File: src/rtl/fp_pkg.sv
// Shared definitions for the floatsip floating-point blocks. It holds the format
// widths, the special-value encodings and the operand classification.
package fp_pkg;

    typedef enum logic [1:0] {
        clsZero,
        clsNormal,
        clsInf,
        clsNan
    } fpClass_t;

    localparam logic [63:0] cAllOnes = '1;

    function automatic int expWidthOf(input int precision);
        case (precision)
            0:       return 5;
            1:       return 8;
            default: return 11;
        endcase
    endfunction

    function automatic int manWidthOf(input int precision);
        case (precision)
            0:       return 10;
            1:       return 23;
            default: return 52;
        endcase
    endfunction

    function automatic int biasOf(input int widthExp);
        return (1 << (widthExp - 1)) - 1;
    endfunction

    // Stored-mantissa field of the quiet NaN: a leading one with the rest zero.
    function automatic logic [63:0] qnanMan(input int widthMan);
        return 64'd1 << (widthMan - 1);
    endfunction

    // Subnormals carry exp=0 and are deliberately classified as zero (flushed).
    function automatic fpClass_t classify(input logic expZero, input logic expOnes,
                                          input logic manZero);
        if (expZero)  return clsZero;
        if (!expOnes) return clsNormal;
        if (manZero)  return clsInf;
        return clsNan;
    endfunction

    function automatic fpClass_t productClass(input fpClass_t a, input fpClass_t b);
        if (a == clsNan || b == clsNan) return clsNan;
        if ((a == clsZero && b == clsInf) || (a == clsInf && b == clsZero)) return clsNan;
        if (a == clsInf || b == clsInf) return clsInf;
        if (a == clsZero || b == clsZero) return clsZero;
        return clsNormal;
    endfunction

endpackage

File: src/rtl/fp_mult_mant_mul.sv
// Pipelined unsigned significand multiplier. The product appears pLatency
// enabled cycles after the operands, and pLatency must be at least 1.
module fp_mult_mant_mul #(
    parameter string pTechnology = "ALTERA",
    parameter int    pWidth      = 11,
    parameter int    pLatency    = 4
)(
    input  logic                  i_Clk,
    input  logic                  i_ARst,
    input  logic                  i_ClkEn,
    input  logic [pWidth-1:0]     iv_A,
    input  logic [pWidth-1:0]     iv_B,
    output logic [2*pWidth-1:0]   ov_Product
);

    generate
        if (pTechnology == "ALTERA") begin : gAltera
            // Operands are registered first so the DSP block absorbs its input registers.
            logic [pWidth-1:0] aReg, bReg;

            always_ff @(posedge i_Clk) begin
                if (i_ARst) begin
                    aReg <= '0;
                    bReg <= '0;
                end else if (i_ClkEn) begin
                    aReg <= iv_A;
                    bReg <= iv_B;
                end
            end

            if (pLatency == 1) begin : gComb
                assign ov_Product = (2*pWidth)'(aReg) * (2*pWidth)'(bReg);
            end else begin : gOutRegs
                logic [2*pWidth-1:0] prodReg [pLatency-1];

                always_ff @(posedge i_Clk) begin
                    if (i_ARst) begin
                        for (int i = 0; i < pLatency - 1; i++) prodReg[i] <= '0;
                    end else if (i_ClkEn) begin
                        prodReg[0] <= (2*pWidth)'(aReg) * (2*pWidth)'(bReg);
                        for (int i = 1; i < pLatency - 1; i++) prodReg[i] <= prodReg[i-1];
                    end
                end

                assign ov_Product = prodReg[pLatency-2];
            end
        end else begin : gGeneric
            // The product feeds a register chain that synthesis retiming can spread out.
            logic [2*pWidth-1:0] prodReg [pLatency];

            always_ff @(posedge i_Clk) begin
                if (i_ARst) begin
                    for (int i = 0; i < pLatency; i++) prodReg[i] <= '0;
                end else if (i_ClkEn) begin
                    prodReg[0] <= (2*pWidth)'(iv_A) * (2*pWidth)'(iv_B);
                    for (int i = 1; i < pLatency; i++) prodReg[i] <= prodReg[i-1];
                end
            end

            assign ov_Product = prodReg[pLatency-1];
        end
    endgenerate

endmodule

File: src/rtl/fp_mult.sv
// Pipelined IEEE-754 multiplier (half/single/double). The result appears with its
// transaction ID and exception flags exactly pPipeline enabled cycles after input.
module fp_mult
    import fp_pkg::*;
#(
    parameter string pTechnology = "ALTERA",
    parameter int    pPrecision  = 0,
    parameter int    pWidthExp   = expWidthOf(pPrecision),
    parameter int    pWidthMan   = manWidthOf(pPrecision),
    parameter int    pPipeline   = 5                          // legal range 2..8
)(
    input  logic                           i_Clk,
    input  logic                           i_ARst,
    input  logic                           i_ClkEn,
    input  logic                           i_Dv,
    input  logic [pWidthExp+pWidthMan:0]   iv_InputA,
    input  logic [pWidthExp+pWidthMan:0]   iv_InputB,
    output logic [2:0]                     o3_InputID,
    output logic [pWidthExp+pWidthMan:0]   ov_Result,
    output logic [2:0]                     o3_OuputID,
    output logic                           o_Overflow,
    output logic                           o_Underflow,
    output logic                           o_NAN,
    output logic                           o_PINF,
    output logic                           o_NINF
);

    localparam int cW     = pWidthExp + pWidthMan + 1;
    localparam int cSig   = pWidthMan + 1;
    localparam int cExpW  = pWidthExp + 2;
    localparam int cDelay = pPipeline - 1;
    localparam logic [cExpW-1:0]        cBias     = cExpW'(biasOf(pWidthExp));
    localparam logic signed [cExpW-1:0] cExpMax   = cExpW'((1 << pWidthExp) - 1);
    localparam logic signed [cExpW-1:0] cExpZero  = '0;
    localparam logic [pWidthExp-1:0]    cExpOnes  = cAllOnes[pWidthExp-1:0];
    localparam logic [63:0]             cQnanFull = qnanMan(pWidthMan);
    localparam logic [pWidthMan-1:0]    cQnanMan  = cQnanFull[pWidthMan-1:0];

    typedef struct packed {
        logic [2:0]       id;
        logic             sign;
        fpClass_t         cls;
        logic [cExpW-1:0] expSum;
    } sideBand_t;

    logic [2:0]           idCnt;
    logic [pWidthExp-1:0] expA, expB;
    logic [pWidthMan-1:0] manA, manB;
    fpClass_t             clsA, clsB;
    sideBand_t            sideIn, sideOut;
    sideBand_t            sidePipe [cDelay];
    logic [2*cSig-1:0]    prod;

    // NOTE: sequential state is written with non-blocking assignments (<=), so every
    // flop samples the values from before the edge no matter how the blocks are ordered.
    always_ff @(posedge i_Clk) begin
        if (i_ARst)                 idCnt <= 3'd1;
        else if (i_ClkEn && i_Dv)   idCnt <= (idCnt == 3'd7) ? 3'd1 : idCnt + 3'd1;
    end

    assign o3_InputID = i_Dv ? idCnt : 3'd0;

    assign expA = iv_InputA[cW-2 -: pWidthExp];
    assign expB = iv_InputB[cW-2 -: pWidthExp];
    assign manA = iv_InputA[pWidthMan-1:0];
    assign manB = iv_InputB[pWidthMan-1:0];
    assign clsA = classify(expA == '0, expA == cExpOnes, manA == '0);
    assign clsB = classify(expB == '0, expB == cExpOnes, manB == '0);

    // NOTE: every always_comb output gets a default first, so no path can infer a latch.
    always_comb begin
        sideIn        = '0;
        sideIn.id     = o3_InputID;
        sideIn.sign   = iv_InputA[cW-1] ^ iv_InputB[cW-1];
        sideIn.cls    = productClass(clsA, clsB);
        sideIn.expSum = {2'b00, expA} + {2'b00, expB} - cBias;
    end

    // NOTE: this small delay line is a register pipeline and not a RAM. Resetting it
    // is what makes in-flight results vanish on reset.
    always_ff @(posedge i_Clk) begin
        if (i_ARst) begin
            for (int i = 0; i < cDelay; i++) sidePipe[i] <= '0;
        end else if (i_ClkEn) begin
            sidePipe[0] <= sideIn;
            for (int i = 1; i < cDelay; i++) sidePipe[i] <= sidePipe[i-1];
        end
    end

    assign sideOut = sidePipe[cDelay-1];

    fp_mult_mant_mul #(
        .pTechnology (pTechnology),
        .pWidth      (cSig),
        .pLatency    (cDelay)
    ) u_mantMul (
        .i_Clk      (i_Clk),
        .i_ARst     (i_ARst),
        .i_ClkEn    (i_ClkEn),
        .iv_A       ({1'b1, manA}),
        .iv_B       ({1'b1, manB}),
        .ov_Product (prod)
    );

    logic                    prodMsb, guardBit, stickyBit, roundUp;
    logic [pWidthMan-1:0]    manTrunc;
    logic [pWidthMan:0]      manRound;
    logic signed [cExpW-1:0] expFinal;
    logic [cW-1:0]           resultNext;
    logic                    ovfNext, udfNext, nanNext;

    always_comb begin
        prodMsb    = prod[2*cSig-1];
        manTrunc   = prodMsb ? prod[2*pWidthMan -: pWidthMan] : prod[2*pWidthMan-1 -: pWidthMan];
        guardBit   = prodMsb ? prod[pWidthMan] : prod[pWidthMan-1];
        stickyBit  = prodMsb ? |prod[pWidthMan-1:0] : |prod[pWidthMan-2:0];
        roundUp    = guardBit & (stickyBit | manTrunc[0]);
        manRound   = {1'b0, manTrunc} + {{pWidthMan{1'b0}}, roundUp};
        expFinal   = $signed(sideOut.expSum + {{(cExpW-1){1'b0}}, prodMsb}
                                            + {{(cExpW-1){1'b0}}, manRound[pWidthMan]});
        resultNext = '0;
        ovfNext    = 1'b0;
        udfNext    = 1'b0;
        nanNext    = 1'b0;
        if (sideOut.id != 3'd0) begin
            case (sideOut.cls)
                clsNan: begin
                    resultNext = {sideOut.sign, cExpOnes, cQnanMan};
                    nanNext    = 1'b1;
                end
                clsInf: begin
                    resultNext = {sideOut.sign, cExpOnes, {pWidthMan{1'b0}}};
                    ovfNext    = 1'b1;
                end
                clsZero: resultNext = {sideOut.sign, {(cW-1){1'b0}}};
                default: begin
                    // A rounding carry leaves manRound's low bits at zero, as required.
                    if (expFinal <= cExpZero) begin
                        resultNext = {sideOut.sign, {(cW-1){1'b0}}};
                        udfNext    = 1'b1;
                    end else if (expFinal >= cExpMax) begin
                        resultNext = {sideOut.sign, cExpOnes, {pWidthMan{1'b0}}};
                        ovfNext    = 1'b1;
                    end else begin
                        resultNext = {sideOut.sign, expFinal[pWidthExp-1:0], manRound[pWidthMan-1:0]};
                    end
                end
            endcase
        end
    end

    always_ff @(posedge i_Clk) begin
        if (i_ARst) begin
            ov_Result   <= '0;
            o3_OuputID  <= '0;
            o_Overflow  <= 1'b0;
            o_Underflow <= 1'b0;
            o_NAN       <= 1'b0;
            o_PINF      <= 1'b0;
            o_NINF      <= 1'b0;
        end else if (i_ClkEn) begin
            ov_Result   <= resultNext;
            o3_OuputID  <= sideOut.id;
            o_Overflow  <= ovfNext;
            o_Underflow <= udfNext;
            o_NAN       <= nanNext;
            o_PINF      <= ovfNext & ~sideOut.sign;
            o_NINF      <= ovfNext & sideOut.sign;
        end
    end

endmodule

File: config.mk
export PLATFORM = sky130hd
export DESIGN_NAME = fp_mult
export DESIGN_NICKNAME = d
export VERILOG_FILES = /design/src/rtl/fp_pkg.sv /design/src/rtl/fp_mult_mant_mul.sv /design/src/rtl/fp_mult.sv
export SDC_FILE = /design/constraint.sdc
export NUM_CORES = 1
export LEC_CHECK = 0
export CAP_MARGIN = 20
export CORE_AREA = 4 4 205 147
export CTS_CLUSTER_DIAMETER = 80
export DETAILED_ROUTE_END_ITERATION = 16
export DIE_AREA = 0 0 209 151
export HOLD_SLACK_MARGIN = 0.03
export SLEW_MARGIN = 20
export SYNTH_ARGS = -nofsm -noshare
export SYNTH_HDL_FRONTEND = slang
export SYNTH_SLANG_ARGS = --single-unit
File: constraint.sdc
create_clock -name i_Clk -period 7.2 [get_ports i_Clk]
set_clock_uncertainty 0.15 [all_clocks]
set_input_delay 1.08 -clock i_Clk [delete_from_list [all_inputs] [get_ports i_Clk]]
set_output_delay 1.08 -clock i_Clk [all_outputs]
set_load 0.05 [all_outputs]
-- Yosys cells after proc, flatten, opt, wreduce, memory -nomap -nowiden
Memory sizes are Yosys's and may differ from the RTL's.
Index checks and enable logic that the tools add are counted.
- register bits: 49
- RAM bits: 118
- input bits: 36
- output and inout port bits: 27
- word-level logic and storage cells: 134
- memories: 2
- memories (memory ; depth ; bits a word ; read ports ; clocked after Yosys merged registers in ; write ports ; RTL line ; RTL):
    u_mantMul.gAltera.gOutRegs.prodReg ; 3 ; 22 ; 3 ; 0 ; 3 ; fp_mult_mant_mul.sv:34 ; logic [2*pWidth-1:0] prodReg [pLatency-1];
    sidePipe ; 4 ; 13 ; 4 ; 0 ; 4 ; fp_mult.sv:51 ; sideBand_t sidePipe [cDelay];
- $add $sub $neg: 6
- multiply operators: 1
- order comparisons: 2
- eq/ne operators: 9
- mux-type cells: 72
- bitwise logic cells: 13
- reductions and logical operators: 19
- operators by type and width (kind ; count):
    two-way mux 22 bit ; 3
    two-way mux 13 bit ; 4
    case mux 15 bit (3 select lines) ; 1
    two-way mux 2 bit ; 20
    two-way mux 1 bit ; 37
    two-way mux 15 bit ; 2
    multiplier 11 x 11 -> 22 bit ; 1
    zero test 10 bit ; 2
    two-way mux 16 bit ; 1
    adder 7 x 1 -> 7 bit ; 2
    == test 2 bit, second input constant ; 6
    adder 10 x 1 -> 11 bit ; 1
    == test 5 bit, second input constant ; 2
    zero test 5 bit ; 2
    two-way mux 10 bit ; 1
    OR reduction 10 bit ; 1
    OR reduction 9 bit ; 1
    OR 1 bit ; 8
    greater-or-equal comparator 7 x 6 -> 1 bit, second input constant ; 1
    <= comparator 7 x 1 -> 1 bit, second input constant ; 1
    subtractor 6 x 4 -> 7 bit, second input constant ; 1
    adder 5 x 5 -> 6 bit ; 1
    zero test 2 bit ; 3
    two-way mux 3 bit ; 2
    11 further kinds ; 18

-- Depth between registers and ports, before layout
Gate-level depths: netlist (run 1).
- depth in word-level cells: 23
- gate-level depth with buffers: 19
- mapped depth without buffers: 18

-- Hierarchy
A second synthesis (run 1) with hierarchy kept.
- cells, all modules: 1080
- area, all modules: 11426.0 µm²
- modules (own cells, without submodules) (module ; times used ; cells each ; area an instance (µm²) ; sequential area each (µm²)):
    fp_mult_mant_mul ; 1 ; 728 ; 7508.5 ; 2422.3
    fp_mult ; 1 ; 352 ; 3917.5 ; 2102.0

-- Least setup slack after synthesis (run 1)
OpenSTA, ideal clock, no wires.
- path type: reg2reg
- start: register u_mantMul.gAltera.aReg[10]
- end: memory u_mantMul.gAltera.gOutRegs.prodReg[0][21] in the netlist's numbering, data pin
- setup time: 0.268 ns
- data arrival time: 4.769 ns
- required time: 6.782 ns
- setup slack: 2.012 ns
- stages on the path, launching flop included: 18
- buffers on the path: 1
- clock period less this slack: 5.188 ns
- path through: dfxtp_1 -> clkbuf_1 -> nand2_1 -> fa_1 -> fa_1 -> inv_1 -> fa_1 -> fa_1 -> inv_1 -> fa_1 -> inv_1 -> ha_1 -> o21a_1 -> o211ai_1 -> a31o_2 -> a211oi_1 -> o21ai_0 -> nor3b_1
- RTL lines (what ; RTL line ; RTL):
    from (decl) ; fp_mult_mant_mul.sv:19 ; logic [pWidth-1:0] aReg, bReg;
    from (signal assigned) ; fp_mult_mant_mul.sv:26 ; aReg <= iv_A;
    to (decl) ; fp_mult_mant_mul.sv:34 ;

==> results of run 1 <==
==> report_power, final <==
part           internal, W  switching, W
Clock             0.000487      0.000396
Sequential         0.00108     0.0000522
Combinational     0.000132      0.000176
==> final cells by class <==
cell class,instances,area share [%]
tap,378,3.747
sequential,166,35.69
clock buffer,18,3.400
timing repair buffer,67,5.214
clock inverter,14,1.100
inverter,125,3.757
multi-input combinational,697,47.10
==> state kept, by name, indices dropped and copies added, names as in the netlist <==
signal / flops
o_NINF: 1
u_mantMul.gAltera.bReg: 10
idCnt: 3
o_Underflow: 1
o3_OuputID: 3
o_PINF: 1
ov_Result: 16
u_mantMul.gAltera.gOutRegs.prodReg: 66
sidePipe: 52
u_mantMul.gAltera.aReg: 11
o_NAN: 1
o_Overflow: 1
==> stage by stage <==
stage	hold slack [ps]	setup slack [ps]	utilization, %	power, W
global route	327.6	1312	44.50	0.002446
CTS	310.2	1574	44.47	0.002355
finish	304.3	1569	44.50	0.002325
floorplan	307.6	2012	-	0.001366
detailed placement	292.8	1591	42.47	0.001466
global placement	286.4	1692	42.47	0.001463
==> per-layer routing <==
layer  up-vias  global-route usage [%]
met5         -                       0
met4         0                   2.934
met3        15                   2.754
met2       139                   21.34
met1      3429                   22.18
li1       3507                       -
==> cell families after synthesis <==
| family | share of synthesized area (%) |
|---|---|
| AND/OR/NAND/NOR | 18.08 |
| buffers and inverters | 6.082 |
| flip-flops | 40.55 |
| adder cells (fa/ha/maj) | 23.00 |
| AO/OA/AOI/OAI | 6.915 |
| XOR/XNOR | 2.849 |
| multiplexers | 2.534 |
==> worst max-delay path, stage by stage, from the launching register on <==
cell and delay (ps):
sky130_fd_sc_hd__dfxtp_1 830, sky130_fd_sc_hd__nand2_1 180, sky130_fd_sc_hd__fa_1 530, sky130_fd_sc_hd__fa_1 540, sky130_fd_sc_hd__inv_1 50, sky130_fd_sc_hd__fa_1 500
sky130_fd_sc_hd__fa_1 540, sky130_fd_sc_hd__inv_1 50, sky130_fd_sc_hd__fa_1 520, sky130_fd_sc_hd__inv_1 40, sky130_fd_sc_hd__ha_1 360, sky130_fd_sc_hd__o21a_1 150
sky130_fd_sc_hd__o211ai_1 90, sky130_fd_sc_hd__a31o_2 270, sky130_fd_sc_hd__a211oi_1 280, sky130_fd_sc_hd__o21ai_0 120, sky130_fd_sc_hd__nor3b_1 150
==> layout by cell type (no fill, tap or decap), types with 4 or more instances in the layout <==
cell type	count
sky130_fd_sc_hd__a22o_1	11
sky130_fd_sc_hd__nor2b_1	10
sky130_fd_sc_hd__nand4_1	5
sky130_fd_sc_hd__buf_4	5
sky130_fd_sc_hd__inv_1	124
sky130_fd_sc_hd__clkdlybuf4s50_1	62
sky130_fd_sc_hd__a21oi_1	28
sky130_fd_sc_hd__o21ai_1	5
sky130_fd_sc_hd__o211ai_1	5
sky130_fd_sc_hd__a221o_1	7
sky130_fd_sc_hd__or4_1	4
sky130_fd_sc_hd__edfxtp_1	118
sky130_fd_sc_hd__a21o_1	9
sky130_fd_sc_hd__xor2_1	15
sky130_fd_sc_hd__and3_1	12
sky130_fd_sc_hd__a31oi_1	7
sky130_fd_sc_hd__o21ai_0	10
sky130_fd_sc_hd__ha_1	73
sky130_fd_sc_hd__inv_6	7
sky130_fd_sc_hd__a211oi_1	4
sky130_fd_sc_hd__nor3_1	11
sky130_fd_sc_hd__and2_1	152
sky130_fd_sc_hd__dfxtp_1	48
sky130_fd_sc_hd__nand3_1	12
sky130_fd_sc_hd__fa_1	82
sky130_fd_sc_hd__nand2_1	89
sky130_fd_sc_hd__clkbuf_16	17
sky130_fd_sc_hd__xnor2_1	18
sky130_fd_sc_hd__mux2i_1	27
sky130_fd_sc_hd__nor2_1	53
==> path summary, 6_finish.rpt <==
path	start	slack (ps)	to
worst max-delay path	u_mantMul.gAltera.aReg[10]$_SDFFE_PP0P_	1570	u_mantMul.gAltera.gOutRegs.prodReg[0][21]$_SDFFCE_PN0P_
worst min-delay path	o_NAN$_SDFFE_PP0P_	300	o_NAN$_SDFFE_PP0P_
worst max register to register	u_mantMul.gAltera.aReg[10]$_SDFFE_PP0P_	1570	u_mantMul.gAltera.gOutRegs.prodReg[0][21]$_SDFFCE_PN0P_
worst min register to register	o_NAN$_SDFFE_PP0P_	300	o_NAN$_SDFFE_PP0P_
==> impl_metrics.yaml, run 1 <==
run_status:
  status: "complete, no violations"
floorplanning:
  io_pins: 63
  design.die.area_um2: 31560
  die_h_um: 151
  initial_core_util_pct: 39.16
  rows: 52
  fp.dieW_um: 209
  floorplan.core_area_um2: 28370
logic_synthesis:
  yosys.area.top_type: "sky130_fd_sc_hd__edfxtp_1"
  leading_post_synthesis_cells_by_cell_area: "sky130_fd_sc_hd__edfxtp_1 32%, sky130_fd_sc_hd__fa_1 15%, sky130_fd_sc_hd__dfxtp_1 8.6%"
  ys_seq_elements: 166
  yosys_most_used_dff: "sky130_fd_sc_hd__edfxtp_1"
  synth.most_common_cell: "sky130_fd_sc_hd__and2_1"
  async_flop_share_pct: 0
  synth_net_count: 1230
  synth.lib_cells_used.distinct: 61
  mapped_cell_area_um2: 11110
  synth_enable_flop_cells: 118
  synth_sequential_area_ratio_pct: 40.55
  synth.avg_cell_area_um2: 10.69
  synthesis.instances: 1039
  post_synth_most_frequent_cells: "152 x sky130_fd_sc_hd__and2_1, 125 x sky130_fd_sc_hd__inv_1, 118 x sky130_fd_sc_hd__edfxtp_1"
  post-synth-top-area-fraction_pct: 31.90
  ys_warn_count: 0
global_routing:
  track_usage_pct: 14.43
  globalRouteOverflowTotal: 0
  grt_pass1_wl_um: 36980
  largest_net_degree_at_the_start_of_global_routing: 94
  antenna_found_initial: 0
  first_global_vias: 7143
routing:
  maxUsedRoutingLayer: "met4"
  detail-route-antenna-nets: 0
  first_pass_iters: 4
  drt_first_iter_violations: 452
  avgRoutedWirePerCell_um: 14.74
  route.final.wire_length_um: 21600
  drt_drc_violations_left: 0
  routed-wl-met2_um: 9037
  length_of_routed_met3_wiring_um: 839
  vias: 7090
  detail_route.vias_per_cell: 4.840
  wl_met1_um: 11530
cts:
  cts_resized: 0
  cts.clk_slew.worst_paths_ps: 70
  post_cts_repair_timing_setup_buffer_count: 0
  cts.root.buffer_cell: "sky130_fd_sc_hd__clkbuf_16"
  tritoncts: "built"
  hold_fix_buffers_cts: 0
  htree_num_levels: 4
  num_cts_buffers: 17
  cts_sink_cnt: 166
  cts.path.max_buffers: 2
  worstSkewPairLatency_ps: 420
timing:
  rsz_0062_raised_after_global_routing: "false"
  max_freq_mhz: 177.6
  transition_time_at_the_pin_with_the_least_slew_margin_ps: 782.8
  final_min_period_over_clock_period_pct: 78.21
  final_max_slew_viol_count: 0
  final.min_clock_period_ps: 5631
  fin_setup_tns_ps: 0
  finalSetupViolCount: 0
  timing.final.hold_violations: 0
  max-slew-margin-rel_pct: 47.74
final_layout:
  diodes: 0
  multiInputGateArea_um2: 5944
  final_layout_size_suffix_gt1_share_pct: 4.876
  finalNonFillerCells: 1465
  design.final.nets: 1265
  layout-area-overhead-vs-synth_pct: 13.62
  fillerInstances: 2668
  layout.cell_area.non_filler_um2: 12620
  seq_area_um2: 4504
place:
  finalWeightedCongestion: 0.8320
  io_buffers: 62
  placement.cell_area_um2: 12050
  placed_cells_incl_taps: 1433
  dpl_hpwl_um: 15900
power_and_ir_drop:
  p_leak_nw: 5.504
  vdd_ir_drop_max_mv: 0.1579
  pwr_density_cell_nw_per_um2: 184.2
job:
  max_cap_violations: 0
worst_setup_path:
  critPathMaxFanout: 22
  timing_worst_setup_path_type: "flop to flop"
  crit_required_ps: 7210
  startpoint_class: "flop"
  critical_path.endpoint_type: "flop"
  worst_r2r_path_depth: 16
  critPathArrivalTime_ps: 5640
hold_path:
  timing.hold.worst.class: "flop to flop"
  count_of_cells_along_the_worst_hold_path: 1
Note: power is estimated with default switching activity, not from simulation.
==> run 2, diff against run 1 <==
==> constraint.sdc (replaced) <==
create_clock -name i_Clk -period 5.65 [get_ports i_Clk]
set_clock_uncertainty 0.15 [all_clocks]
set_input_delay 0.8475 -clock i_Clk [delete_from_list [all_inputs] [get_ports i_Clk]]
set_output_delay 0.8475 -clock i_Clk [all_outputs]
set_load 0.05 [all_outputs]
==> impl_metrics.yaml, run 2 (synthesis results as in run 1) <==
hold_path:
  timing.hold.worst.class: "flop to flop"
  hold_path_startpoint: "o_NAN$_SDFFE_PP0P_"
timing:
  max_freq_mhz: 187.7
  fin_setup_tns_ps: 0
  transition_time_at_the_pin_with_the_least_slew_margin_ps: 653.9
  final_min_period_over_clock_period_pct: 94.29
  final.min_clock_period_ps: 5327
  final_max_slew_viol_count: 0
  finalSetupViolCount: 0
  rsz_0062_raised_after_global_routing: "false"
  timing.final.hold_violations: 0
  max-slew-margin-rel_pct: 56.08
  final.setup.worst_slack_ps: 322.8
place:
  io_buffers: 62
  dpl_hpwl_um: 16970
  finalWeightedCongestion: 0.8711
  preCtsSetupSlack_ps: 326.1
routing:
  drt_drc_violations_left: 0
  first_pass_iters: 5
  avgRoutedWirePerCell_um: 15.24
  detail-route-antenna-nets: 0
  vias: 7224
  detail_route.vias_per_cell: 4.898
  drt_first_iter_violations: 563
  route.final.wire_length_um: 22480
floorplanning:
  io_pins: 63
  rows: 52
  design.die.area_um2: 31560
  floorplan.core_area_um2: 28370
  fp.dieW_um: 209
  die_h_um: 151
  initial_core_util_pct: 39.16
global_routing:
  globalRouteOverflowTotal: 0
  antenna_found_initial: 0
  largest_net_degree_at_the_start_of_global_routing: 75
  grt_pass1_wl_um: 38010
  first_global_vias: 7432
  track_usage_pct: 15.05
final_layout:
  design.final.nets: 1275
  largest_register_ffs: 66
  registers.top_by_ff_count: "u_mantMul.gAltera.gOutRegs.prodReg"
  top_regs: "u_mantMul.gAltera.gOutRegs.prodReg: 66 flops, sidePipe: 52 flops, ov_Result: 16 flops"
  layout-area-overhead-vs-synth_pct: 14.60
  diodes: 0
  mostFrequentLayoutCells: "152 x sky130_fd_sc_hd__and2_1, 124 x sky130_fd_sc_hd__inv_1, 118 x sky130_fd_sc_hd__edfxtp_1"
  final_layout_size_suffix_gt1_share_pct: 6.472
  most_frequent_standard_cell_in_the_layout_excluding_fill_and_tap_cells: "sky130_fd_sc_hd__and2_1"
worst_setup_path:
  critPathArrivalTime_ps: 5350
  critical_path.reg2reg.startpoint: "u_mantMul.gAltera.aReg[2]$_SDFFE_PP0P_"
  crit_required_ps: 5680
  startpoint_class: "flop"
  timing_worst_setup_path_type: "flop to flop"
  timing.critical_path.from: "u_mantMul.gAltera.aReg[2]$_SDFFE_PP0P_"
  critPathMaxFanout: 9
  critical_path.endpoint_type: "flop"
job:
  max_cap_violations: 0
cts:
  cts_resized: 0
  worstSkewPairLatency_ps: 440
  cts.clk_slew.worst_paths_ps: 70
  cts.path.max_buffers: 2
  post_cts_repair_timing_setup_buffer_count: 0
  cts_sink_cnt: 166
  num_cts_buffers: 17
  hold_fix_buffers_cts: 0
  htree_num_levels: 4
  cts.root.buffer_cell: "sky130_fd_sc_hd__clkbuf_16"
  tritoncts: "built"
power_and_ir_drop:
  vdd_ir_drop_max_mv: 0.1987
  total_power_w: 0.002975
  pwr_density_cell_nw_per_um2: 233.7
  p_leak_nw: 5.574
run_status:
  status: "complete, no violations"
## run 2: cell count changes in the layout (fill, tap and decap cells not counted), moves of 2 or more
cell,change
sky130_fd_sc_hd__clkinv_8,+4
sky130_fd_sc_hd__inv_6,-3
sky130_fd_sc_hd__dfxtp_2,+7
sky130_fd_sc_hd__clkinv_4,+3
sky130_fd_sc_hd__dfxtp_1,-7
sky130_fd_sc_hd__buf_4,+9
sky130_fd_sc_hd__clkinvlp_4,-2
## run 2: path summary, 6_finish.rpt
| path | to | slack (ps) | cells past startpoint |
|---|---|---|---|
| worst max-delay path | u_mantMul.gAltera.gOutRegs.prodReg[0][19]$_SDFFCE_PN0P_ | 320 | 16 |
| worst max register to register | u_mantMul.gAltera.gOutRegs.prodReg[0][19]$_SDFFCE_PN0P_ | 320 | 16 |
| worst min register to register | o_NAN$_SDFFE_PP0P_ | 300 | 1 |
| worst min-delay path | o_NAN$_SDFFE_PP0P_ | 300 | 1 |
## run 2: stage by stage
step	utilization (%)	area, um^2	hold WS (ps)	std cells
after detailed placement	42.78	12130	290.9	1443
final	44.88	12730	303.1	1475
after global routing	44.88	12730	329.5	1475
after floorplan	-	11110	307.6	1039
after CTS	44.85	12720	309.1	1475
after global placement	42.78	12130	288.0	1443
## run 2: layer usage
metal	track usage, %	wire, um	vias up	part of all wire (%)
li1	-	-	3534	-
met1	22.42	11740	3507	52
met2	22.18	9330	160	42
met3	3.437	1101	23	4.9
met4	4.076	313	0	1.4
met5	0	0	-	0
## run 2: where the power goes
part           leakage (nW)  switching (W)  internal [W]  total, W
clock network         0.288       0.000538      0.000590   0.00113
registers              1.70      0.0000563       0.00138   0.00144
logic                  3.59       0.000237      0.000175  0.000412
total                  5.57       0.000831       0.00214   0.00298
## run 2: worst max-delay path, stage by stage, from the launching register on
cell and delay (ps):
sky130_fd_sc_hd__dfxtp_1 550, sky130_fd_sc_hd__buf_4 200, sky130_fd_sc_hd__and2_1 140, sky130_fd_sc_hd__fa_1 420
sky130_fd_sc_hd__fa_1 530, sky130_fd_sc_hd__fa_1 520, sky130_fd_sc_hd__fa_1 550, sky130_fd_sc_hd__inv_1 50
sky130_fd_sc_hd__fa_1 530, sky130_fd_sc_hd__inv_1 40, sky130_fd_sc_hd__ha_1 360, sky130_fd_sc_hd__a21oi_1 360
sky130_fd_sc_hd__o211ai_1 160, sky130_fd_sc_hd__a21oi_1 170, sky130_fd_sc_hd__o31ai_1 110, sky130_fd_sc_hd__xnor2_1 150
sky130_fd_sc_hd__nor2_1 60
## run 2: area by class of cell
type	count	area, um^2
clock buffer	17	425.4
clock inverter	15	162.7
fill	2723	15640
inverter	125	471.7
multi-input combinational	697	5939
sequential	166	4513
tap	378	473.0
timing repair buffer	77	745.7
